### src/rtl/fp96_round_arbiter_pkg.sv
// Shared fp96 rounding types: FP96/FP96N words, rounding-mode encodings and the
// in-flight slot record used by units that time-share the fp96 rounder.
package fp96_round_arbiter_pkg;

   localparam int FP96_W          = 96;
   localparam int FP96N_W         = 100;
   localparam int FP96_ROUND_LAT  = 3;
   localparam int FP96_RND_ID_W   = 3;   // holds a requester index for up to 8 requesters
   localparam int FP96_RND_TAG_W  = 16;  // widest tag any sharing unit may return

   typedef logic [FP96_W-1:0]  fp96_t;
   typedef logic [FP96N_W-1:0] fp96n_t;

   typedef enum logic [2:0] {
      RM_RNE = 3'd0,
      RM_RTZ = 3'd1,
      RM_RUP = 3'd2,
      RM_RDN = 3'd3,
      RM_RMM = 3'd4
   } fp96_rm_e;

   typedef struct packed {
      logic                      vld;
      logic [FP96_RND_ID_W-1:0]  id;
      logic [FP96_RND_TAG_W-1:0] tag;
   } fp96_rnd_slot_t;

   typedef enum logic [1:0] {
      ST_RUN   = 2'd0,
      ST_DRAIN = 2'd1,
      ST_IDLE  = 2'd2
   } rnd_state_e;

endpackage

### src/rtl/fp96_round_arbiter_rr_arbiter.sv
// Round-robin grant over NREQ requesters; the pointer moves past the winner only
// when a grant is actually taken, so other shared FPU units can reuse it as-is.
module rr_arbiter #(
   parameter  int NREQ = 4,
   localparam int IDW  = $clog2(NREQ)
) (
   input  logic            clk,
   input  logic            rst_n,
   input  logic            en,
   input  logic [NREQ-1:0] req,
   output logic [NREQ-1:0] gnt,
   output logic [IDW-1:0]  gnt_id,
   output logic            gnt_vld
);

   logic [IDW-1:0] ptr;
   logic [IDW-1:0] idx;
   logic           found;

   // NOTE: every variable written here gets a default before any branch, so no latch is inferred.
   always_comb begin
      found  = 1'b0;
      gnt_id = '0;
      idx    = '0;
      for (int k = 0; k < NREQ; k++) begin
         idx = IDW'((int'(ptr) + k) % NREQ);
         if (!found && req[idx]) begin
            found  = 1'b1;
            gnt_id = idx;
         end
      end
      gnt_vld = en & found;
      gnt     = gnt_vld ? (NREQ'(1) << gnt_id) : '0;
   end

   // NOTE: sequential state uses non-blocking assignments so all registers update together.
   always_ff @(posedge clk or negedge rst_n) begin
      if (!rst_n)
         ptr <= '0;
      else if (gnt_vld)
         ptr <= (gnt_id == IDW'(NREQ - 1)) ? '0 : gnt_id + IDW'(1);
   end

endmodule

### src/rtl/fp96_round_arbiter.sv
// Time-shares one fixed-latency fp96 rounder among NREQ post-normalisers, returns
// each result with its originator's tag, and offers a drain handshake.
module fp96_round_arbiter
   import fp96_round_arbiter_pkg::*;
#(
   parameter int NREQ = 4,
   parameter int TAGW = 4,
   parameter int LAT  = FP96_ROUND_LAT
) (
   input  logic                          clk,
   input  logic                          rst_n,
   input  logic                          ce,
   input  logic [NREQ-1:0]               req_valid,
   output logic [NREQ-1:0]               req_ready,
   input  logic [NREQ-1:0][FP96N_W-1:0]  req_data,
   input  logic [NREQ-1:0][2:0]          req_rm,
   input  logic [NREQ-1:0][TAGW-1:0]     req_tag,
   output logic [FP96N_W-1:0]            rnd_i,
   output logic [2:0]                    rnd_rm,
   input  logic [FP96_W-1:0]             rnd_o,
   output logic [NREQ-1:0]               resp_valid,
   output logic [FP96_W-1:0]             resp_data,
   output logic [TAGW-1:0]               resp_tag,
   input  logic                          drain_req,
   output logic                          drained,
   output logic                          busy
);

   localparam int IDW = $clog2(NREQ);
   localparam int CW  = $clog2(LAT + 1);

   rnd_state_e                 state, state_nxt;
   fp96_rnd_slot_t [LAT-1:0]   sr;
   fp96_rnd_slot_t             slot_in, last;
   logic [CW-1:0]              cnt, cnt_nxt;
   logic [IDW-1:0]             gnt_id;
   logic                       issue, retire, arb_en;

   // Issuing stops the very cycle drain_req is seen, before the FSM leaves RUN.
   assign arb_en = ce & (state == ST_RUN) & ~drain_req;

   rr_arbiter #(.NREQ(NREQ)) u_arb (
      .clk     (clk),
      .rst_n   (rst_n),
      .en      (arb_en),
      .req     (req_valid),
      .gnt     (req_ready),
      .gnt_id  (gnt_id),
      .gnt_vld (issue)
   );

   always_comb begin
      slot_in = '0;
      rnd_i   = '0;
      rnd_rm  = '0;
      if (issue) begin
         slot_in.vld = 1'b1;
         slot_in.id  = FP96_RND_ID_W'(gnt_id);
         slot_in.tag = FP96_RND_TAG_W'(req_tag[gnt_id]);
         rnd_i       = req_data[gnt_id];
         rnd_rm      = req_rm[gnt_id];
      end
   end

   // NOTE: the slot pipe is reset so stale rounder contents are never reported as results.
   always_ff @(posedge clk or negedge rst_n) begin
      if (!rst_n) begin
         sr <= '0;
      end else if (ce) begin
         sr[0] <= slot_in;
         for (int i = 1; i < LAT; i++)
            sr[i] <= sr[i-1];
      end
   end

   assign last   = sr[LAT-1];
   assign retire = ce & last.vld;

   // Outputs are gated by the last-stage valid so they read zero whenever nothing returns.
   always_comb begin
      resp_valid = '0;
      resp_data  = '0;
      resp_tag   = '0;
      if (last.vld) begin
         resp_valid = NREQ'(1) << last.id;
         resp_data  = rnd_o;
         resp_tag   = TAGW'(last.tag);
      end
   end

   always_comb begin
      cnt_nxt = cnt;
      if (issue && !retire)
         cnt_nxt = cnt + CW'(1);
      else if (!issue && retire)
         cnt_nxt = cnt - CW'(1);
   end

   always_comb begin
      state_nxt = state;
      if (ce) begin
         unique case (state)
            ST_RUN:   if (drain_req) state_nxt = ST_DRAIN;
            ST_DRAIN: begin
               if (cnt_nxt == '0)   state_nxt = ST_IDLE;
               else if (!drain_req) state_nxt = ST_RUN;
            end
            ST_IDLE:  if (!drain_req) state_nxt = ST_RUN;
            default:  state_nxt = ST_RUN;
         endcase
      end
   end

   always_ff @(posedge clk or negedge rst_n) begin
      if (!rst_n) begin
         state <= ST_RUN;
         cnt   <= '0;
      end else begin
         state <= state_nxt;
         cnt   <= cnt_nxt;
      end
   end

   assign busy    = (cnt != '0);
   assign drained = (state == ST_IDLE);

endmodule

### config.mk
export PLATFORM = sky130hd
export DESIGN_NAME = fp96_round_arbiter
export DESIGN_NICKNAME = d
export VERILOG_FILES = /design/src/rtl/fp96_round_arbiter_pkg.sv /design/src/rtl/fp96_round_arbiter_rr_arbiter.sv /design/src/rtl/fp96_round_arbiter.sv
export SDC_FILE = /design/constraint.sdc
export NUM_CORES = 1
export LEC_CHECK = 0
export CAP_MARGIN = 5
export CORE_AREA = 2 2 292 294
export DETAILED_ROUTE_END_ITERATION = 8
export DIE_AREA = 0 0 294 296
export DONT_BUFFER_PORTS = 1
export PLACE_DENSITY_LB_ADDON = 0.1
export SYNTH_ARGS = -nofsm -noshare
export SYNTH_HDL_FRONTEND = slang
export SYNTH_HIERARCHICAL = 1
export SYNTH_SLANG_ARGS = --single-unit
export TNS_END_PERCENT = 50
### constraint.sdc
create_clock -name clk -period 3.7 [get_ports clk]
set_clock_uncertainty 0.15 [all_clocks]
set_input_delay 0.74 -clock clk [delete_from_list [all_inputs] [get_ports clk]]
set_output_delay 0.74 -clock clk [all_outputs]
set_load 0.01 [all_outputs]
# Word level (Yosys, flattened, before mapping)
# Cells that the tools add are included.
[op_classes]
add_sub_neg = 6
order_cmp = 5
n_eq_ne = 4
shift = 2
n_mux = 36
bitwise = 5
n_reduce_logical = 14
[op_table]
columns = ["operator", "count"]
rows = [
  ["binary-select mux 100 bit (select 2 bit)", 1],
  ["2-to-1 mux 100 bit", 2],
  ["2-to-1 mux 96 bit", 1],
  ["2-to-1 mux 2 bit", 10],
  ["2-to-1 mux 20 bit", 1],
  ["2-to-1 mux 4 bit", 4],
  ["< comparator 2 x 3 -> 1 bit, second input constant", 5],
  ["binary-select mux 1 bit (select 2 bit)", 4],
  ["binary-select mux 4 bit (select 2 bit)", 1],
  ["2-to-1 mux 1 bit", 8],
  ["adder 2 x 1 -> 2 bit, second input constant", 3],
  ["binary-select mux 3 bit (select 2 bit)", 1],
  ["2-to-1 mux 3 bit", 2],
  ["one-hot mux 2 bit (3 select lines)", 1],
  ["logical AND 1 bit", 5],
  ["zero test 1 bit", 5],
  ["adder 2 bit, second input constant", 2],
  ["bitwise AND 1 bit", 4],
  ["equality test 2 bit, second input constant", 2],
  ["zero test 2 bit", 2],
  ["left shift 1 x 2 -> 4 bit, first input constant", 1],
  ["left shift 1 x 3 -> 4 bit, first input constant", 1],
  ["equality test 2 x 1 -> 1 bit, second input constant", 1],
  ["!= test 2 bit, second input constant", 1],
  ["4 further kinds", 4],
]
[totals]
regBits = 30
in_bits = 532
output_inout_bits = 213
word_cells = 84

# Logic depth before layout (Yosys ltp)
# Gate-level depths: netlist (run 1).
[logic_depth]
ltp_word = 20
ltp_mapped = 8

# Hierarchy
# The synthesis (run 1) kept the hierarchy.
[by_module_without_submodules]
columns = ["mod", "n_inst", "cells_each", "area_per_inst_um2", "seq_area_each_um2"]
rows = [
  ["fp96_round_arbiter", 1, 448, 4981.0, 625.6],
  ["rr_arbiter", 1, 30, 282.8, 50.0],
]

# Least setup slack after synthesis (run 1)
# OpenSTA, ideal clock, no wires.
[synth_timing]
path_type = "input to output"
from = "in req_valid[3]"
to = "out rnd_i[82]"
arrival_ns = 2.442
setup_slack_ns = 0.368
cell_stages = 8
n_path_buf = 3
cell_sequence = "nand2b_1 -> nand2_1 -> a221oi_1 -> buf_2 -> buf_2 -> buf_2 -> mux4_2 -> and2_1"
[synth_via]
elab_chain_cells = 15
elab_cells_between_ends = 26
cone_classes = "mux: 19; bitwise: 1; reduce/logical: 6"
[synth_lines]
columns = ["item", "line_no", "text"]
rows = [
  ["from (decl)", "fp96_round_arbiter.sv:13", "input logic [NREQ-1:0] req_valid,"],
  ["binary-select mux 1 bit (select 2 bit)", "fp96_round_arbiter_rr_arbiter.sv:27", "if (!found && req[idx]) begin"],
  ["2-to-1 mux 1 bit (not written as such)", "fp96_round_arbiter_rr_arbiter.sv:27", ""],
  ["2-to-1 mux 1 bit", "fp96_round_arbiter_rr_arbiter.sv:27", ""],
  ["zero test 1 bit", "fp96_round_arbiter_rr_arbiter.sv:27", ""],
  ["logical AND 1 bit", "fp96_round_arbiter_rr_arbiter.sv:27", ""],
  ["2-to-1 mux 1 bit", "fp96_round_arbiter_rr_arbiter.sv:27", ""],
  ["zero test 1 bit", "fp96_round_arbiter_rr_arbiter.sv:27", ""],
  ["logical AND 1 bit", "fp96_round_arbiter_rr_arbiter.sv:27", ""],
  ["2-to-1 mux 1 bit", "fp96_round_arbiter_rr_arbiter.sv:27", ""],
  ["zero test 1 bit", "fp96_round_arbiter_rr_arbiter.sv:27", ""],
  ["logical AND 1 bit", "fp96_round_arbiter_rr_arbiter.sv:27", ""],
  ["2-to-1 mux 2 bit (*)", "fp96_round_arbiter_rr_arbiter.sv:27", ""],
  ["named net gnt_id[1]", "fp96_round_arbiter.sv:36", "logic [IDW-1:0] gnt_id;"],
  ["binary-select mux 100 bit (select 2 bit) (*)", "fp96_round_arbiter.sv:60", "rnd_i = req_data[gnt_id];"],
  ["2-to-1 mux 100 bit (not written as such) (*)", "fp96_round_arbiter.sv:60", ""],
  ["2-to-1 mux 100 bit (*)", "fp96_round_arbiter.sv:56", "if (issue) begin"],
  ["to (decl)", "fp96_round_arbiter.sv:18", "output logic [FP96N_W-1:0] rnd_i,"],
]
# The timed path passes the listed nets; every way through them passes the cells marked *. The select of a mux whose other input is x is not followed.

# Final worst setup path (run 1)
[layout_timing]
from = "reg u_arb.ptr[1]"
to = "out rnd_i[80]"
[layout_via]
elab_chain_cells = 15
elab_cells_between_ends = 29
cone_classes = "add/sub: 3; mux: 19; bitwise: 1; reduce/logical: 6"
[layout_lines]
columns = ["item", "line_no", "text"]
rows = [
  ["from (decl)", "fp96_round_arbiter_rr_arbiter.sv:16", "logic [IDW-1:0] ptr;"],
  ["from (signal assigned)", "fp96_round_arbiter_rr_arbiter.sv:41", "ptr <= (gnt_id == IDW'(NREQ - 1)) ? '0 : gnt_id + IDW'(1);"],
  ["parallel branches: the longest is 11 deep, another holds adder 2 x 1 -> 2 bit", "-", ""],
  ["2-to-1 mux 2 bit (*)", "fp96_round_arbiter_rr_arbiter.sv:27", ""],
  ["named net gnt_id[1]", "fp96_round_arbiter.sv:36", ""],
  ["binary-select mux 100 bit (select 2 bit) (*)", "fp96_round_arbiter.sv:60", ""],
  ["2-to-1 mux 100 bit (not written as such) (*)", "fp96_round_arbiter.sv:60", ""],
  ["2-to-1 mux 100 bit (*)", "fp96_round_arbiter.sv:56", ""],
]
# Mark *: on every way through the listed nets, which the timed path passes. The select of a mux whose other input is x is not followed.

==> impl_metrics.env, run 1 <==
export IMPL_clock_latency_ps=280
export IMPL_syn_avg_cell_area_um2=11.01
export IMPL_antenna_left=0
export IMPL_design_area_um2=7262
export IMPL_hold_worst_slack_ps=127.3
export IMPL_cts_num_sinks=27
export IMPL_total_power_mw=3.627
export IMPL_setup_violations=0
export IMPL_netlist_area_um2=5264
export IMPL_post_route_period_util=0.9639
export IMPL_leakage_nw=2.332
export IMPL_dieHeight_um=296
export IMPL_finalHoldViolations=0
export IMPL_via_per_inst=2.937
export IMPL_synthToLayoutAreaGrowth_pct=37.96
export IMPL_r2r_slack_ps=1070
export IMPL_drv_slew=0
export IMPL_cts_buffers_inserted=3
export IMPL_synth_nets=1015
export IMPL_worst_slew_pin_slew_ps=729.1
export IMPL_grt_max_degree=90
export IMPL_rr_worst_depth=9
export IMPL_fin_util=0.08624
export IMPL_htree_levels=1
export IMPL_cts_tree="done"
export IMPL_reg2reg_from="u_arb/ptr[1]$_DFFE_PN0P_"
export IMPL_num_nets_final=1023
export IMPL_dr_total_vias=4655
export IMPL_start_util=0.06251
export IMPL_drt_initial_drc_count=224
export IMPL_peakVddDrop_uv=228.2
export IMPL_grt_pass1_vias=4790
export IMPL_yosysSeqAreaShare=0.1284
export IMPL_worst_path_max_fanout=63
export IMPL_core_area_um2=84210
export IMPL_slew_headroom=0.5140
export IMPL_ys_ff_latch=27
export IMPL_antenna_found_initial=33
export IMPL_end_kind="output pin"
export IMPL_r2r_end="sr[0]$_DFFE_PN0P_"
export IMPL_tns_ps=0
export IMPL_gp_congestion=0.8282
export IMPL_grt_first_pass_wirelength_um=46100
export IMPL_grt_overflow=0
export IMPL_finalCriticalPeriod_ps=3566
export IMPL_remaining_drc_errors=0
export IMPL_cp_arrival_ps=2680
export IMPL_grtUsageTotal=0.07855
export IMPL_min_path_type="input port to asynchronous set/reset pin"
export IMPL_pin_count=745
export IMPL_routed_wl_um=37180
export IMPL_syn_instance_count=478
export IMPL_setup_worst_path_class="flip-flop to output pin"
export IMPL_ys_warn_count=6
export IMPL_rows=107
export IMPL_path_clk_slew_ps=80
export IMPL_maxCapViolCount=0
export IMPL_startpoint="u_arb/ptr[1]$_DFFE_PN0P_"
export IMPL_drive_gt1_frac=0.3938
export IMPL_rsz0062_at_grt="false"
export IMPL_crit_path_start_kind="flip-flop"
export IMPL_outcome="finished clean"
export IMPL_fmax_mhz=280.4
export IMPL_required_ps=2810
export IMPL_die_w_um=294
export IMPL_place_area_um2=7096
export IMPL_yosysUniqueCellTypes=37
export IMPL_cts_root_buf="clkbuf_16"
export IMPL_cts_buffer_depth=2
export IMPL_power_density_nw_per_um2=499.5
export IMPL_io_buffer_count=0
export IMPL_firstDrtPassIters=4
export IMPL_die_area_um2=87020
export IMPL_wl_per_cell_um=23.46
export IMPL_hpwl_um=33670
==> worst max path at each step <==
stage / end / slack (ps) / cells past startpoint
4_1_cts: rnd_i[80] / 90 / 8
5_1_grt: rnd_i[80] / 10 / 7
3_3_place_gp: rnd_i[80] / 90 / 7
2_1_floorplan: rnd_i[82] / 370 / 8
3_5_place_dp: rnd_i[80] / 80 / 7
6_report: rnd_i[80] / 130 / 7
==> per-stage QoR <==
stage	instances	worst slack, ps
3_5_place_dp	1567	82.00
2_1_floorplan	478	367.7
6_report	1585	133.6
4_1_cts	1575	88.57
5_1_grt	1579	10.52
3_3_place_gp	1567	90.05
==> final cells by class <==
type	instances	area, um2
Fill cell	9748	76950
Sequential cell	27	676.9
Clock inverter	1	7.507
Timing Repair Buffer	53	735.7
Clock buffer	3	75.07
Multi-Input combinational cell	391	4340
Antenna cell	10	25.02
Inverter	10	37.54
Tap cell	1090	1364
==> flip-flops by register name, indices dropped and copies added (netlist names) <==
register / cells
cnt: 2
last: 7
sr: 14
state: 2
u_arb/ptr: 2
==> logic make-up (layout without fill, tap and decap cells) <==
logic type	after synthesis	in the layout	synth area share
other cells	0	10	0
flops	27	27	0.1284
mux	126	126	0.4987
compound gates	19	19	0.02662
xor+xnor	2	2	0.003328
fa+ha+maj	5	5	0.01188
buf+inv	60	67	0.05206
simple gates	239	239	0.2791
==> where the power goes <==
| group | leakage (nW) | total (mW) | internal [mW] | switching (mW) |
|---|---|---|---|---|
| Clock | 0.0372 | 0.278 | 0.148 | 0.130 |
| Combinational | 1.94 | 2.91 | 1.54 | 1.36 |
| Sequential | 0.359 | 0.443 | 0.359 | 0.0837 |
| Total | 2.33 | 3.63 | 2.05 | 1.58 |
==> cells in the mapped netlist <==
master | instances | area share
nand3b_1 | 2 | 0.0029
a221o_2 | 1 | 0.0021
xor2_1 | 1 | 0.0017
inv_1 | 10 | 0.0071
dfrtp_1 | 27 | 0.13
mux2_4 | 1 | 0.0029
o41a_4 | 1 | 0.0040
ha_1 | 5 | 0.012
a21o_1 | 1 | 0.0014
and2_2 | 4 | 0.0057
a41oi_1 | 1 | 0.0017
nor3_1 | 1 | 0.00095
a2bb2oi_1 | 1 | 0.0017
nand2_1 | 6 | 0.0043
and3_1 | 3 | 0.0036
mux2i_1 | 2 | 0.0038
nor4_1 | 1 | 0.0012
nand2b_1 | 4 | 0.0048
mux4_2 | 107 | 0.46
buf_6 | 3 | 0.0064
buf_8 | 1 | 0.0029
a221oi_1 | 1 | 0.0017
xnor2_1 | 1 | 0.0017
a41o_1 | 1 | 0.0019
mux2_2 | 16 | 0.034
nor3b_1 | 1 | 0.0014
clkbuf_1 | 32 | 0.023
nand3_1 | 7 | 0.0067
buf_2 | 12 | 0.011
o21ai_0 | 9 | 0.0086
and3b_1 | 1 | 0.0017
buf_1 | 2 | 0.0014
a32oi_1 | 1 | 0.0017
nor2b_1 | 1 | 0.0012
nor2_1 | 5 | 0.0036
and2_1 | 203 | 0.24
a21oi_1 | 2 | 0.0019
==> worst max-delay path, stage by stage (launching register included) <==
cell	delay (ps)
dfrtp_1	470
nand3b_1	110
o21ai_0	160
a221oi_4	330
buf_12	290
buf_12	280
mux4_2	380
and2_1	220
==> cell usage in the layout, fill, tap and decap left out, types with 2 or more instances in the layout <==
cell       Yosys  layout
mux2i_1        2       2
buf_12         0      27
o21ai_0        9       9
nand2b_1       4       4
and3_1         3       2
dfrtp_1       27      26
nand2_1        6       6
diode_2        0      10
nand3_1        7       7
ha_1           5       5
buf_4          0      26
clkbuf_16      0       3
and2_1       203     203
mux4_2       107     107
and2_2         4       4
mux2_2        16      16
nor2_1         5       5
nand3b_1       2       2
inv_1         10      10
==> routing by layer <==
metal,track usage,wire length (um),part of all wire
met4,0.01070,663,0.018
met1,0.08289,12460,0.34
met3,0.03800,4508,0.12
met2,0.1438,19350,0.52
met5,0,197,0.0053
==> timing repair <==
action | 4_1_cts | 5_1_grt
setup buffers | 3 | 0
endpoints found under the setup margin | 19 | 35
gates resized for setup | 0 | 1
endpoints found under the hold margin | 27 | 0
pin swaps | 1 | 0
hold buffers | 1 | 0
No activity file was read; power rests on OpenSTA's default activity.
==> run 2: changes to the inputs <==
- CAP_MARGIN: 5 -> 30
- CTS_CLUSTER_SIZE: unset -> 10
==> results of run 2 <==
The final DEF is identical to that of run 1; final timing and power are the same.
==> run 3: changes to the inputs <==
- clock period: 3.7 -> 4.5 ns (I/O delays scaled with it)
==> impl_metrics.env, run 3 (synthesized netlist as in run 1, its figures left out) <==
export IMPL_remaining_drc_errors=0
export IMPL_via_per_inst=2.861
export IMPL_hold_buffers=0
export IMPL_drv_slew=0
export IMPL_layout_setup_ws_ps=534.0
export IMPL_worst_path_max_fanout=27
export IMPL_multiInputGateArea_um2=4337
export IMPL_synthToLayoutAreaGrowth_pct=31.90
export IMPL_num_nets_final=1003
export IMPL_required_ps=3450
export IMPL_tns_ps=0
export IMPL_htree_levels=1
export IMPL_clock_latency_ps=270
export IMPL_slew_headroom=0.5750
export IMPL_antenna_found_initial=36
export IMPL_dieHeight_um=296
export IMPL_rsz0062_at_grt="false"
export IMPL_r2r_slack_ps=1580
export IMPL_hpwl_um=33580
export IMPL_place_ws_ps=453.5
export IMPL_finalCriticalPeriod_ps=3966
export IMPL_largest_register="sr"
export IMPL_worst_slew_pin_slew_ps=637.5
export IMPL_die_area_um2=87020
export IMPL_crit_path_start_kind="input port"
export IMPL_path_delay_family="simple AND/OR/NAND/NOR gates"
export IMPL_cp_arrival_ps=2920
export IMPL_critPathMostFrequentCell="buf_12"
export IMPL_grt_pass1_vias=4707
export IMPL_die_w_um=294
export IMPL_dr_total_vias=4474
export IMPL_path_clk_slew_ps=80
export IMPL_power_density_nw_per_um2=402.4
export IMPL_setup_worst_path_class="input port to output pin"
export IMPL_final_common_cell="and2_1"
export IMPL_max_stage_delay_ps=540
export IMPL_crit_buf_inv=2
export IMPL_largest_reg_flops=14
export IMPL_io_buffer_count=0
export IMPL_rows=107
export IMPL_layout_common_cells="and2_1, mux4_2, dfrtp_1, buf_4, mux2_2"
export IMPL_min_path_type="input port to asynchronous set/reset pin"
export IMPL_routed_wl_um=37220
export IMPL_fmax_mhz=252.1
export IMPL_pin_count=745
export IMPL_start_util=0.06251
export IMPL_grt_overflow=0
export IMPL_setup_violations=0
export IMPL_crit_chain="mux2i_1 > a21oi_1 > and3_4 > buf_12 > buf_12 > mux4_2 > and2_1"
export IMPL_core_area_um2=84210
export IMPL_finalHoldViolations=0
export IMPL_peakVddDrop_uv=177.9
export IMPL_cts_num_sinks=27
export IMPL_antenna_left=0
export IMPL_ff_latch_area_um2=676.9
export IMPL_outcome="finished clean"
export IMPL_grt_max_degree=83
export IMPL_cts_buffer_depth=2
export IMPL_cts_buffers_inserted=3
export IMPL_fin_util=0.08245
export IMPL_post_cts_buffers=0
export IMPL_grt_first_pass_wirelength_um=45880
export IMPL_drt_initial_drc_count=201
export IMPL_maxCapViolCount=0
export IMPL_end_kind="output pin"
export IMPL_crit_slowest_cell="mux4_2"
export IMPL_wl_per_cell_um=23.80
export IMPL_firstDrtPassIters=4
export IMPL_cts_repair_resized=0
export IMPL_cts_tree="done"
export IMPL_gp_congestion=0.8142
export IMPL_fill_cells=9750
export IMPL_cts_root_buf="clkbuf_16"
export IMPL_grtUsageTotal=0.07820
export IMPL_post_route_period_util=0.8813
export IMPL_drive_gt1_frac=0.3656
export IMPL_leakage_nw=2.180
[run 3: cell count changes in the layout (fill, tap and decap cells not counted), sizes merged]
cell	before	now
diode	10	9
buf	53	33
[run 3: power breakdown]
group | internal (mW) | total (mW) | switching, mW
clock network | 0.122 | 0.228 | 0.107
registers | 0.295 | 0.360 | 0.0644
logic | 1.13 | 2.21 | 1.07
[run 3: routing by layer]
layer	wire length, um	global-route usage	vias to the layer above
met5	200	0	-
met2	19130	0.1413	441
met1	12700	0.08095	2170
li1	-	-	1760
met3	4452	0.04144	73
met4	738	0.01269	30
[run 3: path summary, 6_finish.rpt]
path / start / depth (start not counted) / endpoint
worst max-delay path: req_valid[3] / 7 / rnd_i[95]
worst min-delay path: rst_n / 0 / sr[21]$_DFFE_PN0P_
worst max register to register: state[1]$_DFFE_PN0P_ / 10 / state[0]$_DFFE_PN0P_
worst min register to register: last[0]$_DFFE_PN0P_ / 1 / last[0]$_DFFE_PN0P_
max in group asynchronous: rst_n / 0 / last[19]$_DFFE_PN0P_
min in group clk: last[0]$_DFFE_PN0P_ / 1 / last[0]$_DFFE_PN0P_
[run 3: layout make-up]
class / instances / area share
inverters: 10 / 0.005406
multi-input cells: 391 / 0.6246
clock inverters: 1 / 0.001081
repair buffers: 33 / 0.06091
well taps: 1090 / 0.1964
clock buffers: 3 / 0.01081
flip-flops and latches: 27 / 0.09749
diodes: 9 / 0.003244
[run 3: per-stage QoR]
step	area (um2)	hold slack (ps)	instances	total power, mW
global route	6933	139.5	1560	3.065
global placement	6838	334.6	1551	2.697
finish	6943	159.6	1564	2.794
detailed placement	6838	339.7	1551	2.668
floorplan	5264	317.3	478	2.026
CTS	6920	145.9	1555	2.914
[run 3: worst register-to-register path, cell delays in order (launching register included)]
cell and delay [ps]:
dfrtp_1 370, inv_1 100, nand2_1 80, nor3_1 320, buf_4 210, o41a_4 460, buf_4 260, buf_4 240
xor2_1 250, a32oi_1 120, a41o_1 260
